## src/rtl/ifetch_if.sv

```systemverilog
// ifetch_if: PC, instruction-memory and decode handshakes of the fetch unit.
interface ifetch_if #(
    parameter int ADDR_W = 32,
    parameter int DATA_W = 32
);
    logic [ADDR_W-1:0] pc_addr;
    logic              pc_push;
    logic              mem_req;
    logic [ADDR_W-1:0] mem_addr;
    logic              mem_ack;
    logic [DATA_W-1:0] mem_rdata;
    logic              ins_valid;
    logic [DATA_W-1:0] ins_data;
    logic [ADDR_W-1:0] ins_pc;
    logic              ins_ready;
    logic              flush;
    logic              busy;
    modport master (
        input  pc_addr, mem_ack, mem_rdata, ins_ready, flush,
        output pc_push, mem_req, mem_addr, ins_valid, ins_data, ins_pc, busy
    );
    modport slave (
        output pc_addr, mem_ack, mem_rdata, ins_ready, flush,
        input  pc_push, mem_req, mem_addr, ins_valid, ins_data, ins_pc, busy
    );
endinterface

```

## src/rtl/ifetch_unit.sv

```systemverilog
// ifetch_unit: one-outstanding-read fetch engine with a small in-order buffer toward decode.
module ifetch_unit #(
    parameter int ADDR_W = 32,
    parameter int DATA_W = 32,
    parameter int DEPTH  = 2
) (
    input  logic      clk,
    input  logic      reset,
    ifetch_if.master  bus
);
    localparam int PW = $clog2(DEPTH);
    localparam int CW = PW + 1;
    typedef enum logic [1:0] {IDLE, REQ, DRAIN} state_t;
    state_t            state_q;
    logic              mem_req_q;
    logic              pc_push_q;
    logic [ADDR_W-1:0] mem_addr_q;
    logic [PW-1:0]     wptr_q;
    logic [PW-1:0]     rptr_q;
    logic [CW-1:0]     count_q;
    logic [CW-1:0]     count_d;
    logic [DATA_W-1:0] data_q [DEPTH];
    logic [ADDR_W-1:0] addr_q [DEPTH];
    logic              pop;
    logic              wr;
    logic              issue;
    always_comb begin
        pop     = bus.ins_valid & bus.ins_ready & ~bus.flush;
        wr      = (state_q == REQ) & bus.mem_ack & ~bus.flush;
        count_d = count_q + CW'(wr) - CW'(pop);
        issue   = ~bus.flush & (count_d < CW'(DEPTH));
    end
    // a request is only issued when its word is guaranteed a buffer slot
    always_ff @(posedge clk or posedge reset) begin
        if (reset) begin
            state_q    <= IDLE;
            mem_req_q  <= 1'b0;
            pc_push_q  <= 1'b0;
            mem_addr_q <= '0;
            wptr_q     <= '0;
            rptr_q     <= '0;
            count_q    <= '0;
        end else begin
            pc_push_q <= 1'b0;
            wptr_q    <= bus.flush ? '0 : wptr_q + PW'(wr);
            rptr_q    <= bus.flush ? '0 : rptr_q + PW'(pop);
            count_q   <= bus.flush ? '0 : count_d;
            case (state_q)
                IDLE: if (issue) begin
                    state_q    <= REQ;
                    mem_req_q  <= 1'b1;
                    mem_addr_q <= bus.pc_addr;
                    pc_push_q  <= 1'b1;
                end
                REQ: if (bus.mem_ack) begin
                    if (issue) begin
                        mem_addr_q <= bus.pc_addr;
                        pc_push_q  <= 1'b1;
                    end else begin
                        state_q   <= IDLE;
                        mem_req_q <= 1'b0;
                    end
                end else if (bus.flush) begin
                    state_q <= DRAIN;
                end
                DRAIN: if (bus.mem_ack) begin
                    state_q   <= IDLE;
                    mem_req_q <= 1'b0;
                end
                default: begin
                    state_q   <= IDLE;
                    mem_req_q <= 1'b0;
                end
            endcase
        end
    end
    always_ff @(posedge clk) begin
        if (wr) begin
            data_q[wptr_q] <= bus.mem_rdata;
            addr_q[wptr_q] <= mem_addr_q;
        end
    end
    assign bus.mem_req   = mem_req_q;
    assign bus.mem_addr  = mem_addr_q;
    assign bus.pc_push   = pc_push_q;
    assign bus.busy      = state_q != IDLE;
    assign bus.ins_valid = count_q != '0;
    assign bus.ins_data  = bus.ins_valid ? data_q[rptr_q] : '0;
    assign bus.ins_pc    = bus.ins_valid ? addr_q[rptr_q] : '0;
endmodule

```

## src/flat_wrapper.sv

```systemverilog
// flat-port wrapper written by rule: the top's interface ports become plain ports
module ifetch_unit_flat 
#(
    parameter int ADDR_W = 32,
    parameter int DATA_W = 32,
    parameter int DEPTH  = 2
)
  (clk, reset, bus_pc_addr, bus_mem_ack, bus_mem_rdata, bus_ins_ready, bus_flush, bus_pc_push, bus_mem_req, bus_mem_addr, bus_ins_valid, bus_ins_data, bus_ins_pc, bus_busy);
  ifetch_if #(.ADDR_W(ADDR_W), .DATA_W(DATA_W)) bus_i ();
  input  logic clk;
  input  logic reset;
  input wire logic [$bits(bus_i.pc_addr)-1:0] bus_pc_addr;
  input wire logic [$bits(bus_i.mem_ack)-1:0] bus_mem_ack;
  input wire logic [$bits(bus_i.mem_rdata)-1:0] bus_mem_rdata;
  input wire logic [$bits(bus_i.ins_ready)-1:0] bus_ins_ready;
  input wire logic [$bits(bus_i.flush)-1:0] bus_flush;
  output wire logic [$bits(bus_i.pc_push)-1:0] bus_pc_push;
  output wire logic [$bits(bus_i.mem_req)-1:0] bus_mem_req;
  output wire logic [$bits(bus_i.mem_addr)-1:0] bus_mem_addr;
  output wire logic [$bits(bus_i.ins_valid)-1:0] bus_ins_valid;
  output wire logic [$bits(bus_i.ins_data)-1:0] bus_ins_data;
  output wire logic [$bits(bus_i.ins_pc)-1:0] bus_ins_pc;
  output wire logic [$bits(bus_i.busy)-1:0] bus_busy;
  assign bus_i.pc_addr = bus_pc_addr;
  assign bus_i.mem_ack = bus_mem_ack;
  assign bus_i.mem_rdata = bus_mem_rdata;
  assign bus_i.ins_ready = bus_ins_ready;
  assign bus_i.flush = bus_flush;
  assign bus_pc_push = bus_i.pc_push;
  assign bus_mem_req = bus_i.mem_req;
  assign bus_mem_addr = bus_i.mem_addr;
  assign bus_ins_valid = bus_i.ins_valid;
  assign bus_ins_data = bus_i.ins_data;
  assign bus_ins_pc = bus_i.ins_pc;
  assign bus_busy = bus_i.busy;
  ifetch_unit #(.ADDR_W(ADDR_W), .DATA_W(DATA_W), .DEPTH(DEPTH)) u_core (.clk(clk), .reset(reset), .bus(bus_i));
endmodule
```

## config.mk

```make
export PLATFORM = sky130hd
export DESIGN_NAME = ifetch_unit_flat
export DESIGN_NICKNAME = d
export VERILOG_FILES = /design/src/rtl/ifetch_if.sv /design/src/rtl/ifetch_unit.sv /design/src/flat_wrapper.sv
export SDC_FILE = /design/constraint.sdc
export NUM_CORES = 1
export LEC_CHECK = 0
export CORE_MARGIN = 5
export CORE_UTILIZATION = 44
export CTS_CLUSTER_DIAMETER = 100
export DETAILED_ROUTE_END_ITERATION = 16
export GPL_TIMING_DRIVEN = 0
export PLACE_DENSITY = 0.76
export SYNTH_ARGS = -nofsm -noshare
export SYNTH_HDL_FRONTEND = slang
export SYNTH_SLANG_ARGS = --single-unit
```

## constraint.sdc

```tcl
create_clock -name clk -period 3 [get_ports clk]
set_input_delay 0.6 -clock clk [delete_from_list [all_inputs] [get_ports clk]]
set_output_delay 0.6 -clock clk [all_outputs]
set_load 0.03 [all_outputs]
```

; ---- Word level (Yosys, flattened, before mapping)
; Memory sizes are Yosys's and may differ from the RTL's.
; Index checks and enable logic that the tools add are counted.
; Widths: inputs -> output; s select.
[op_classes]
n_addsub = 4
multipliers = 0
n_div = 0
n_lt_le_gt_ge = 1
n_eq_ne = 8
shifts = 0
n_mux = 24
n_bitwise = 6
n_reduce_logical = 7
[op_table]
columns = op, count
row1 = $mux 32, 4
row2 = $pmux 32 s2, 1
row3 = $mux 2, 6
row4 = $mux 1, 10
row5 = $reduce_and 4->1, 2
row6 = $ne 2x2->1 const B, 3
row7 = $ne 3x3->1 const B, 2
row8 = $pmux 2 s3, 1
row9 = $reduce_bool 2->1, 3
row10 = $and 1x1->1, 5
row11 = $pmux 1 s3, 1
row12 = $add 1x1->1, 2
row13 = $add 2x1->2, 1
row14 = $eq 2x1->1 const B, 1
row15 = $eq 2x2->1 const B, 1
row16 = $logic_not 2->1, 1
row17 = $lt 2x2->1 const B, 1
row18 = $ne 2x1->1 const B, 1
row19 = $pmux 1 s2, 1
row20 = $reduce_and 2->1, 1
row21 = $sub 2x1->2, 1
row22 = $not 1->1, 1
[word_totals]
register_bits = 40
latch_bits = 0
mem_bits_rw = 128
romBits = 0
inputBits = 69
output_inout_bits = 100
n_memories = 2
[memory_table]
columns = memory, words, width, rd, rd_ports_with_merged_regs, write_ports, line_no
row1 = u_core.addr_q, 2, 32, 1, 0, 1, ifetch_unit.sv:23  ; logic [ADDR_W-1:0] addr_q [DEPTH];
row2 = u_core.data_q, 2, 32, 1, 0, 1, ifetch_unit.sv:22  ; logic [DATA_W-1:0] data_q [DEPTH];

; ---- Depth between registers and ports, before layout
; Gate-level depths: netlist (run 1).
[logic_depth]
ltp_word = 10
mapped_depth = 9
mapped_depth_nobuf = 8

; ---- Least setup slack after synthesis (run 1)
; OpenSTA, ideal clock, no wires.
[synth_timing]
path_kind = input to register
from = input bus_flush
to = memory u_core.addr_q[1][0], enable pin
setup_ns = 0.429
arrival_time_ns = 2.656
t_required_ns = 2.571
slack_ns = -0.085
cell_stages = 3
path_buffers = 0
cell_sequence = nor2_1 > and3_1 > ha_1
[synth_between]
elab_chain_len = 4
[synth_lines]
columns = element, line_no
row1 = "start, declared", flat_wrapper.sv:16  ; input wire logic [$bits(bus_i.flush)-1:0] bus_flush;
row2 = $not 1->1, ifetch_unit.sv:29  ; wr = (state_q == REQ) & bus.mem_ack & ~bus.flush;
row3 = $and 1x1->1, ifetch_unit.sv:29
row4 = $mux 1, ifetch_unit.sv:78  ; if (wr) begin
row5 = $mux 1 (implied by the code), ifetch_unit.sv:80  ; addr_q[wptr_q] <= mem_addr_q;
row6 = "end, declared", ifetch_unit.sv:23
; No other way between the ends.

; ---- Worst setup path after layout (run 1)
[layout_timing]
from = register u_core.rptr_q
to = output bus_ins_pc[2]
[layout_between]
elab_chain_len = 2
[layout_lines]
columns = element, line_no
row1 = "start, declared", ifetch_unit.sv:19  ; logic [PW-1:0] rptr_q;
row2 = "start signal, assigned", ifetch_unit.sv:46  ; rptr_q <= bus.flush ? '0 : rptr_q + PW'(pop);
row3 = $mem_v2 2x32, n/a
row4 = $mux 32, ifetch_unit.sv:89  ; assign bus.ins_pc = bus.ins_valid ? addr_q[rptr_q] : '0;
row5 = "end, declared", flat_wrapper.sv:22  ; output wire logic [$bits(bus_i.ins_pc)-1:0] bus_ins_pc;
; No other way between the ends.

==> results.yml, run 1 <==
synth:
  ys_seq_area_share_pct: 74.2
  async_reset_ff_share_pct: 23.8
  synth.avg_cell_area_um2: 17.3
  yosysUniqueCellTypes: 26
  synth_nets: 450
  synth_area_mm2: 0.00653
  synth_ff_type: "edfxtp_1"
  synth_edf_count: 128
  ys_ff_latch: 168
  syn_inst: 377
  yosysWarnings: 0
cts:
  cts_tree: "built"
  numCtsBuffers: 17
  clk_pin_slew_ps: 60
  root_buffer: "clkbuf_16"
  hold_buffers: 0
  clock-sinks: 168
  postCtsResizedCells: 8
  insertion_delay_ps: 410
  htree_levels: 4
  clk_path_buf_depth: 2
  post-cts-setup-buffers: 0
timing:
  tns_ps: 0
  rsz0062_at_grt: "false"
  worst_pin_slew_ps: 464
  maxSlewViolCount: 0
  hold_violations: 0
  setup_violations: 0
  fin_crit_ps: 2880
  fin_crit_sh_pct: 96.0
  timing.final.ws_setup_ps: 120
  skew_ps: 7.21
  fmax_ghz: 0.347
  max_slew_margin_pct: 69.1
worst_hold_path:
  worstHoldPathType: "input pin to async pin"
floorplanning:
  start_util_pct: 44.9
  rows: 44
  io_pins: 169
  die_x_um: 132
  dieArea_mm2: 0.0174
  die_h_um: 132
  coreArea_mm2: 0.0145
route:
  dr.pass1.iters: 5
  first_iter_violations: 159
  drc: 0
  routed_via_density: 4.89
  drt-total-wl_um: 13500
  wl_per_cell_um: 17.6
  ant_nets: 0
  num_vias: 3736
layout:
  layout-drive-gt1-share_pct: 14.8
  fin_nets: 640
  num-fill-cells: 1068
  post-route-util_pct: 62.8
  syn2layout_area_growth_pct: 39.9
  fin_area_mm2: 0.00913
  n_antenna_cell: 0
status:
  outcome: "finished, final reports clean"
power_and_ir_drop:
  max-vdd-ir-drop_mv: 0.403
  fin_total_pwr_mw: 6.74
  power_density_mw_per_mm2: 738
  p_leak_nw: 3.30
placed_design:
  dp_slack_ps: -192
  dp_hpwl_um: 9330
  globalplace.congestion: 0.736
  portBuffers: 168
  dpl_cell_area_mm2: 0.00854
setup_path:
  crit_arrival_ps: 2280
  required_ps: 2400
  critPathKind: "register to output pin"
  startpoint_type: "register"
  startpoint: "u_core.rptr_q"
  end_kind: "output pin"
  timing.rr.start: "u_core.state_q[1]"
  cp_max_fo: 10
global_route:
  grt_pass1_wl_um: 21500
  antenna_found_initial: 0
  grtUsageTotal_pct: 15.8
  grt_overflow: 0
  grt_max_degree: 50
  grt_pass1_vias: 4016
job:
  max_cap_violations: 0
-- cell usage after synthesis (2+ instances only) --
cell type	instances	area, um^2
edfxtp_1	128	3840
inv_1	7	26.3
buf_6	2	22.5
buf_2	7	35.0
mux2i_1	64	641
nor2_1	71	267
dfrtp_1	40	1000
mux2_4	29	435
ha_1	4	50.1
mux2_2	4	45.0
buf_1	3	11.3
clkbuf_1	4	15.0
-- logic make-up after synthesis --
logic type | Yosys count | share of synthesized area (%)
flip-flops | 168 | 74.2
multiplexers | 97 | 17.2
AND/OR/NAND/NOR | 77 | 4.85
buffers and inverters | 24 | 1.92
adder cells (fa/ha/maj) | 5 | 0.920
AO/OA/AOI/OAI | 4 | 0.403
XOR/XNOR | 2 | 0.498
-- final cells by class --
type,instances,area (um^2),share of cell area (%)
clock buffers,20,447,4.89
plain buffers,17,121,1.33
multi-input cells,185,1580,17.3
well taps,184,230,2.52
repair buffers,171,1760,19.2
flip-flops and latches,168,4840,53.1
inverters,7,26.3,0.288
clock inverters,12,124,1.36
-- critical path, stage by stage, from the launching register on --
cell	delay, ps
dfrtp_1	330
clkbuf_4	250
buf_4	270
mux2i_1	340
nor2_1	90
clkdlybuf4s50_1	600
-- cell usage in the layout, fill, tap and decap left out, drive strengths merged --
cell type      count
a21oi              1
a2bb2oi            1
and2b              1
and3               1
buf               11
bufinv             2
clkbuf            29
clkdlybuf4s50    167
clkinv             6
clkinvlp           2
dfrtp             40
dlygate4sd2        1
edfxtp           128
ha                 4
inv                9
maj3               1
mux2              33
mux2i             64
nand2              1
nand3b             1
nor2              71
nor2b              1
o21a               1
o21ai              1
or2                1
xnor3              1
xor2               1
-- routing by layer --
| layer | routed length, um | up-vias | GRT usage, % |
|---|---|---|---|
| li1 | - | 1760 | - |
| met1 | 5430 | 1848 | 19.1 |
| met5 | 0 | - | 0 |
| met3 | 740 | 18 | 4.58 |
| met4 | 238 | 0 | 5.89 |
| met2 | 7050 | 110 | 26.8 |
-- report_power, final --
| group | total, mW | switching, mW | leakage (nW) | internal (mW) |
|---|---|---|---|---|
| clock | 2.08 | 0.839 | 0.276 | 1.24 |
| combinational | 1.72 | 0.921 | 1.39 | 0.801 |
| sequential | 2.93 | 0.159 | 1.64 | 2.77 |
| total | 6.74 | 1.92 | 3.30 | 4.82 |
-- sequential cells by signal, summed over array words and instances, names as in the netlist --
signal	flops
u_core.rptr_q	1
u_core.count_q	2
u_core.addr_q	64
u_core.wptr_q	1
u_core.data_q	64
u_core.state_q	2
u_core.bus.mem_addr	32
u_core.bus.pc_push	1
u_core.bus.mem_req	1
-- path summary, 6_finish.rpt --
check                                          end  slack [ps]  depth (start not counted)
max                                  bus_ins_pc[2]         120                          5
min                        u_core.bus.mem_addr[29]         410                          2
max reg2reg                 u_core.bus.mem_addr[5]         600                          7
min reg2reg                    u_core.addr_q[1][8]         500                          0
max in group asynchronous            u_core.rptr_q        2150                          3
min in group clk               u_core.addr_q[1][8]         500                          0
-- stage by stage --
stage | cells | hold WS [ps]
4_1_cts | 764 | 400
2_1_floorplan | 377 | 497
3_3_place_gp | 729 | 476
5_1_grt | 764 | 419
6_report | 764 | 413
3_5_place_dp | 732 | 484
(Power assumes the default switching activity.)
==> inputs of run 2 (changes only) <==
- CORE_MARGIN: 5 -> 1
- CTS_CLUSTER_SIZE: default -> 10
- RECOVER_POWER: default -> 25
==> results.yml, run 2 (synthesis results as in run 1) <==
status:
  outcome: "finished, final reports clean"
floorplanning:
  coreArea_mm2: 0.0145
  start_util_pct: 45.1
  rows: 44
  dieArea_mm2: 0.0153
  die_x_um: 124
  io_pins: 169
  die_h_um: 124
power_and_ir_drop:
  p_leak_nw: 3.46
  netSwitchingPower_mw: 1.95
  sw_frac_of_total_pct: 27.7
  power.internal_mw: 5.08
  comb_power_share_pct: 24.2
  max-vdd-ir-drop_mv: 0.415
  clockPowerShare_pct: 34.2
  power_density_mw_per_mm2: 761
  seqPwrFrac_pct: 41.6
  fin_total_pwr_mw: 7.03
placed_design:
  portBuffers: 168
  dpl_cell_area_mm2: 0.00854
  dp_hpwl_um: 8380
  dp_slack_ps: -182
  globalplace.congestion: 0.729
timing:
  setup_violations: 0
  timing.final.ws_setup_ps: 130
  fin_crit_ps: 2870
  worst_pin_slew_ps: 426
  hold_violations: 0
  fmax_ghz: 0.348
  maxSlewViolCount: 0
  rsz0062_at_grt: "false"
  fin_crit_sh_pct: 95.7
  max_slew_margin_pct: 71.6
  skew_ps: 7.12
job:
  max_cap_violations: 0
worst_hold_path:
  worstHoldPathType: "register to register"
cts:
  clock-sinks: 168
  clk_pin_slew_ps: 60
  root_buffer: "clkbuf_16"
  post-cts-setup-buffers: 0
  clk_path_buf_depth: 2
  hold_buffers: 0
  insertion_delay_ps: 420
  postCtsResizedCells: 8
  htree_levels: 4
  numCtsBuffers: 17
  cts_tree: "built"
route:
  dr.pass1.iters: 4
  ant_nets: 0
  first_iter_violations: 216
  routed_via_density: 4.86
  num_vias: 3710
  drc: 0
  wl_per_cell_um: 16.4
  drt-total-wl_um: 12500
layout:
  syn2layout_area_growth_pct: 41.5
  post-route-util_pct: 63.8
  num-fill-cells: 1060
  layout-drive-gt1-share_pct: 15.2
  fin_area_mm2: 0.00924
  layout_common_cells: "clkdlybuf4s50_1, edfxtp_1, nor2_1"
  multi_input_area_mm2: 0.00158
  layout_commonest_cell: "clkdlybuf4s50_1"
  fin_nets: 640
  n_antenna_cell: 0
  ff_latch_area_mm2: 0.00484
global_route:
  grtUsageTotal_pct: 17.2
  grt_overflow: 0
  grt_pass1_vias: 3694
  grt_max_degree: 51
  antenna_found_initial: 0
  grt_pass1_wl_um: 18900
setup_path:
  crit_path_max_incr_delay_ps: 700
  cp_slowest_cell: "clkdlybuf4s50_1"
  path_buf_inv: 3
  path_cells: "buf_2 > buf_4 > mux2i_1 > nor2_1 > clkdlybuf4s50_1"
  startpoint_type: "register"
  end_kind: "output pin"
  critPathKind: "register to output pin"
  cp_max_fo: 10
  path_delay_family: "buffers and inverters"
  required_ps: 2400
  crit_arrival_ps: 2270
## run 2: cell types whose count changed in the layout (fill, tap and decap cells not counted)
| cell | before | now |
|---|---|---|
| clkdlybuf4s50_1 | 167 | 140 |
| dlygate4sd3_1 | 0 | 21 |
| dlymetal6s2s_1 | 0 | 7 |
| buf_2 | 3 | 6 |
| bufinv_16 | 2 | 5 |
| clkbuf_2 | 4 | 1 |
| clkinv_2 | 3 | 0 |
| clkbuf_1 | 3 | 1 |
| dlygate4sd2_1 | 1 | 0 |
| inv_6 | 2 | 3 |
| inv_8 | 0 | 1 |
## run 2: power groups by stage
stage | Sequential [mW] | Clock (mW) | Combinational [mW]
4_1_cts | 2.93 | 2.45 | 1.73
2_1_floorplan | 3.20 | 0 | 0.752
6_report | 2.92 | 2.40 | 1.70
3_5_place_dp | 2.97 | 0 | 1.71
3_3_place_gp | 2.96 | 0 | 1.69
5_1_grt | 2.95 | 2.54 | 1.80
## run 2: path summary, 6_finish.rpt
| kind | slack, ps | depth (start not counted) | start | endpoint |
|---|---|---|---|---|
| setup / recovery | 130 | 5 | u_core.rptr_q | bus_ins_pc[10] |
| setup reg to reg | 620 | 7 | u_core.state_q[1] | u_core.bus.mem_addr[31] |
| min in group asynchronous | 510 | 2 | reset | u_core.bus.mem_addr[23] |
| max in group asynchronous | 2010 | 3 | reset | u_core.bus.mem_addr[20] |
| hold / removal | 500 | 0 | u_core.bus.mem_addr[18] | u_core.addr_q[0][18] |
| hold reg to reg | 500 | 0 | u_core.bus.mem_addr[18] | u_core.addr_q[0][18] |
## run 2: per-stage QoR
stage                     std cells  setup TNS, ps  hold slack (ps)
final                           764              0              497
after global routing            764              0              518
after CTS                       764              0              497
after detailed placement        732          -4480              481
after global placement          729        -207490              477
after floorplan                 377         -10860              497
## run 2: routing by layer
metal	vias up	routed length, um	track usage, %
met2	114	6550	29.2
li1	1762	-	-
met3	15	669	5.72
met4	0	164	6.25
met5	-	0	0
met1	1819	5110	20.3
## run 2: layout make-up
type                            instances  share of cell area [%]
Sequential cell                       168                    52.5
Clock buffer                           18                    4.75
Timing Repair Buffer                  171                    19.2
Multi-Input combinational cell        185                    17.1
Inverter                                7                   0.284
Buffer                                 17                    1.31
Tap cell                              184                    2.49
Clock inverter                         14                    2.37
==> variant (flow settings as in run 2) <==
`DATA_W` is set to 32 in 3 places; all go to 64.
--- a/src/rtl/ifetch_if.sv
+++ b/src/rtl/ifetch_if.sv
@@ -2,5 +2,5 @@
 interface ifetch_if #(
     parameter int ADDR_W = 32,
-    parameter int DATA_W = 32
+    parameter int DATA_W = 64
 );
     logic [ADDR_W-1:0] pc_addr;
--- a/src/rtl/ifetch_unit.sv
+++ b/src/rtl/ifetch_unit.sv
@@ -2,5 +2,5 @@
 module ifetch_unit #(
     parameter int ADDR_W = 32,
-    parameter int DATA_W = 32,
+    parameter int DATA_W = 64,
     parameter int DEPTH  = 2
 ) (
--- a/src/flat_wrapper.sv
+++ b/src/flat_wrapper.sv
@@ -3,5 +3,5 @@
 #(
     parameter int ADDR_W = 32,
-    parameter int DATA_W = 32,
+    parameter int DATA_W = 64,
     parameter int DEPTH  = 2
 )
Interface: changed (resized bus_ins_data and bus_mem_rdata); port bits go from 169 to 233. No check against the original RTL was run, so the function may have changed too.
==> variant against run 2 <==
Area after synthesis increased by 37%; total power grew 26%; via count up 38%; clock power increased by 18%; critical endpoint is now bus_ins_data[35]; wire length is 51% higher; cell area increased by 35%; sequential cell count up 64; setup slack got worse by 0.011 ns; highest routed layer is now met5.
==> variant: results (changes against run 2) <==
Outcome
  • Run status: complete, no violations (unchanged)

Logic synthesis
  • Synthesized instance count: 512 (was 377)
  • Ys async rst share: 0.172 (was 0.238)
  • Sequential fraction of the synthesis area: 0.758 (was 0.742)
  • Synth area leaders: edfxtp_1, dfrtp_1, mux2i_1 (unchanged)
  • Number of synthesized flops with an enable pin: 192 (was 128)

Power
  • Internal: 6400 uW (was 5080 uW)
  • P_leak: 0.00450 uW (was 0.00346 uW)
  • Seq power: 3950 uW (was 2920 uW)
  • Switching Share: 0.279 (was 0.277)
  • Clock group power: 2830 uW (was 2400 uW)

Worst setup path
  • CP endpoint: bus_ins_data[35] (was bus_ins_pc[10])
  • Reg2Reg Depth: 9 (was 7)
  • Crit Reg-Reg Endpoint: u_core.bus.mem_addr[28] (was u_core.bus.mem_addr[31])
  • FF-to-FF Start: u_core.count_q[0] (was u_core.state_q[1])

Finish
  • Share of cells above drive strength 1: 0.118 (was 0.152)
  • Multi-input gate area: 2030 um2 (was 1580 um2)

Timing
  • Min Clock Period, post-route: 2.88 ns (was 2.87 ns)
  • Skew final: 0.0115 ns (was 0.00712 ns)
  • Hold slack: 0.501 ns (was 0.497 ns)

Route
  • Via count: 5117 (was 3710)
  • DR WL met3: 2.07 mm (was 669 um)
  • Wire length on met1: 7.28 mm (was 5.11 mm)
  • Per-cell routed wire length: 17.8 um (was 16.4 um)
  • Routed wl met2: 9.10 mm (was 6.55 mm)
  • Vias per inst: 4.82 (was 4.86)

Min path
  • Hold Crit Start: u_core.bus.mem_addr[27] (was u_core.bus.mem_addr[18])
  • Hold Path End: u_core.addr_q[1][27] (was u_core.addr_q[0][18])

Clock tree
  • CTS resizes: 50 (was 8)
  • H-tree depth: 1 (was 4)
  • Worst-skew pair later-pin latency: 0.52 ns (was 0.42 ns)

Global routing
  • Global routing usage on met2: 0.299 (was 0.292)
  • Met1 Usage GRT: 0.210 (was 0.203)
  • First-pass GRT wire length: 28.1 mm (was 18.9 mm)
  • Initial antenna violation count: 3 (was 0)
  • Largest net degree at the start of global routing: 58 (was 51)
  • All-Layer GR Usage: 0.179 (was 0.172)

Placed design
  • Placement Setup Slack: -0.206 ns (was -0.182 ns)
  • I/O Buffers: 232 (was 168)
variant: critical path, cell delays in order, from the launching register on:
cell,delay [ns]
dfrtp_1,0.31
buf_2,0.21
buf_4,0.26
mux2i_1,0.11
nor2_1,0.17
clkdlybuf4s50_1,0.71
variant: area by class of cell:
type / instances / area share
antenna: 2 / 0.000402
buffer: 24 / 0.0143
clock buffer: 47 / 0.0604
clock inverter: 1 / 0.000704
inverter: 7 / 0.00211
multi-input combinational: 249 / 0.163
sequential: 232 / 0.544
tap: 265 / 0.0267
timing repair buffer: 234 / 0.188
variant: kinds of logic (layout without fill, tap and decap cells):
logic type / after synthesis / in the layout / synth area share
AOI/OAI and AO/OA: 4 / 4 / 0.00294
DFF: 232 / 232 / 0.758
other: 0 / 2 / 0
buffers and inverters: 31 / 313 / 0.0185
muxes: 129 / 129 / 0.161
adders and majority gates: 5 / 5 / 0.00673
xor gates and xnor gates: 2 / 2 / 0.00364
and+or+nand+nor: 109 / 109 / 0.0488
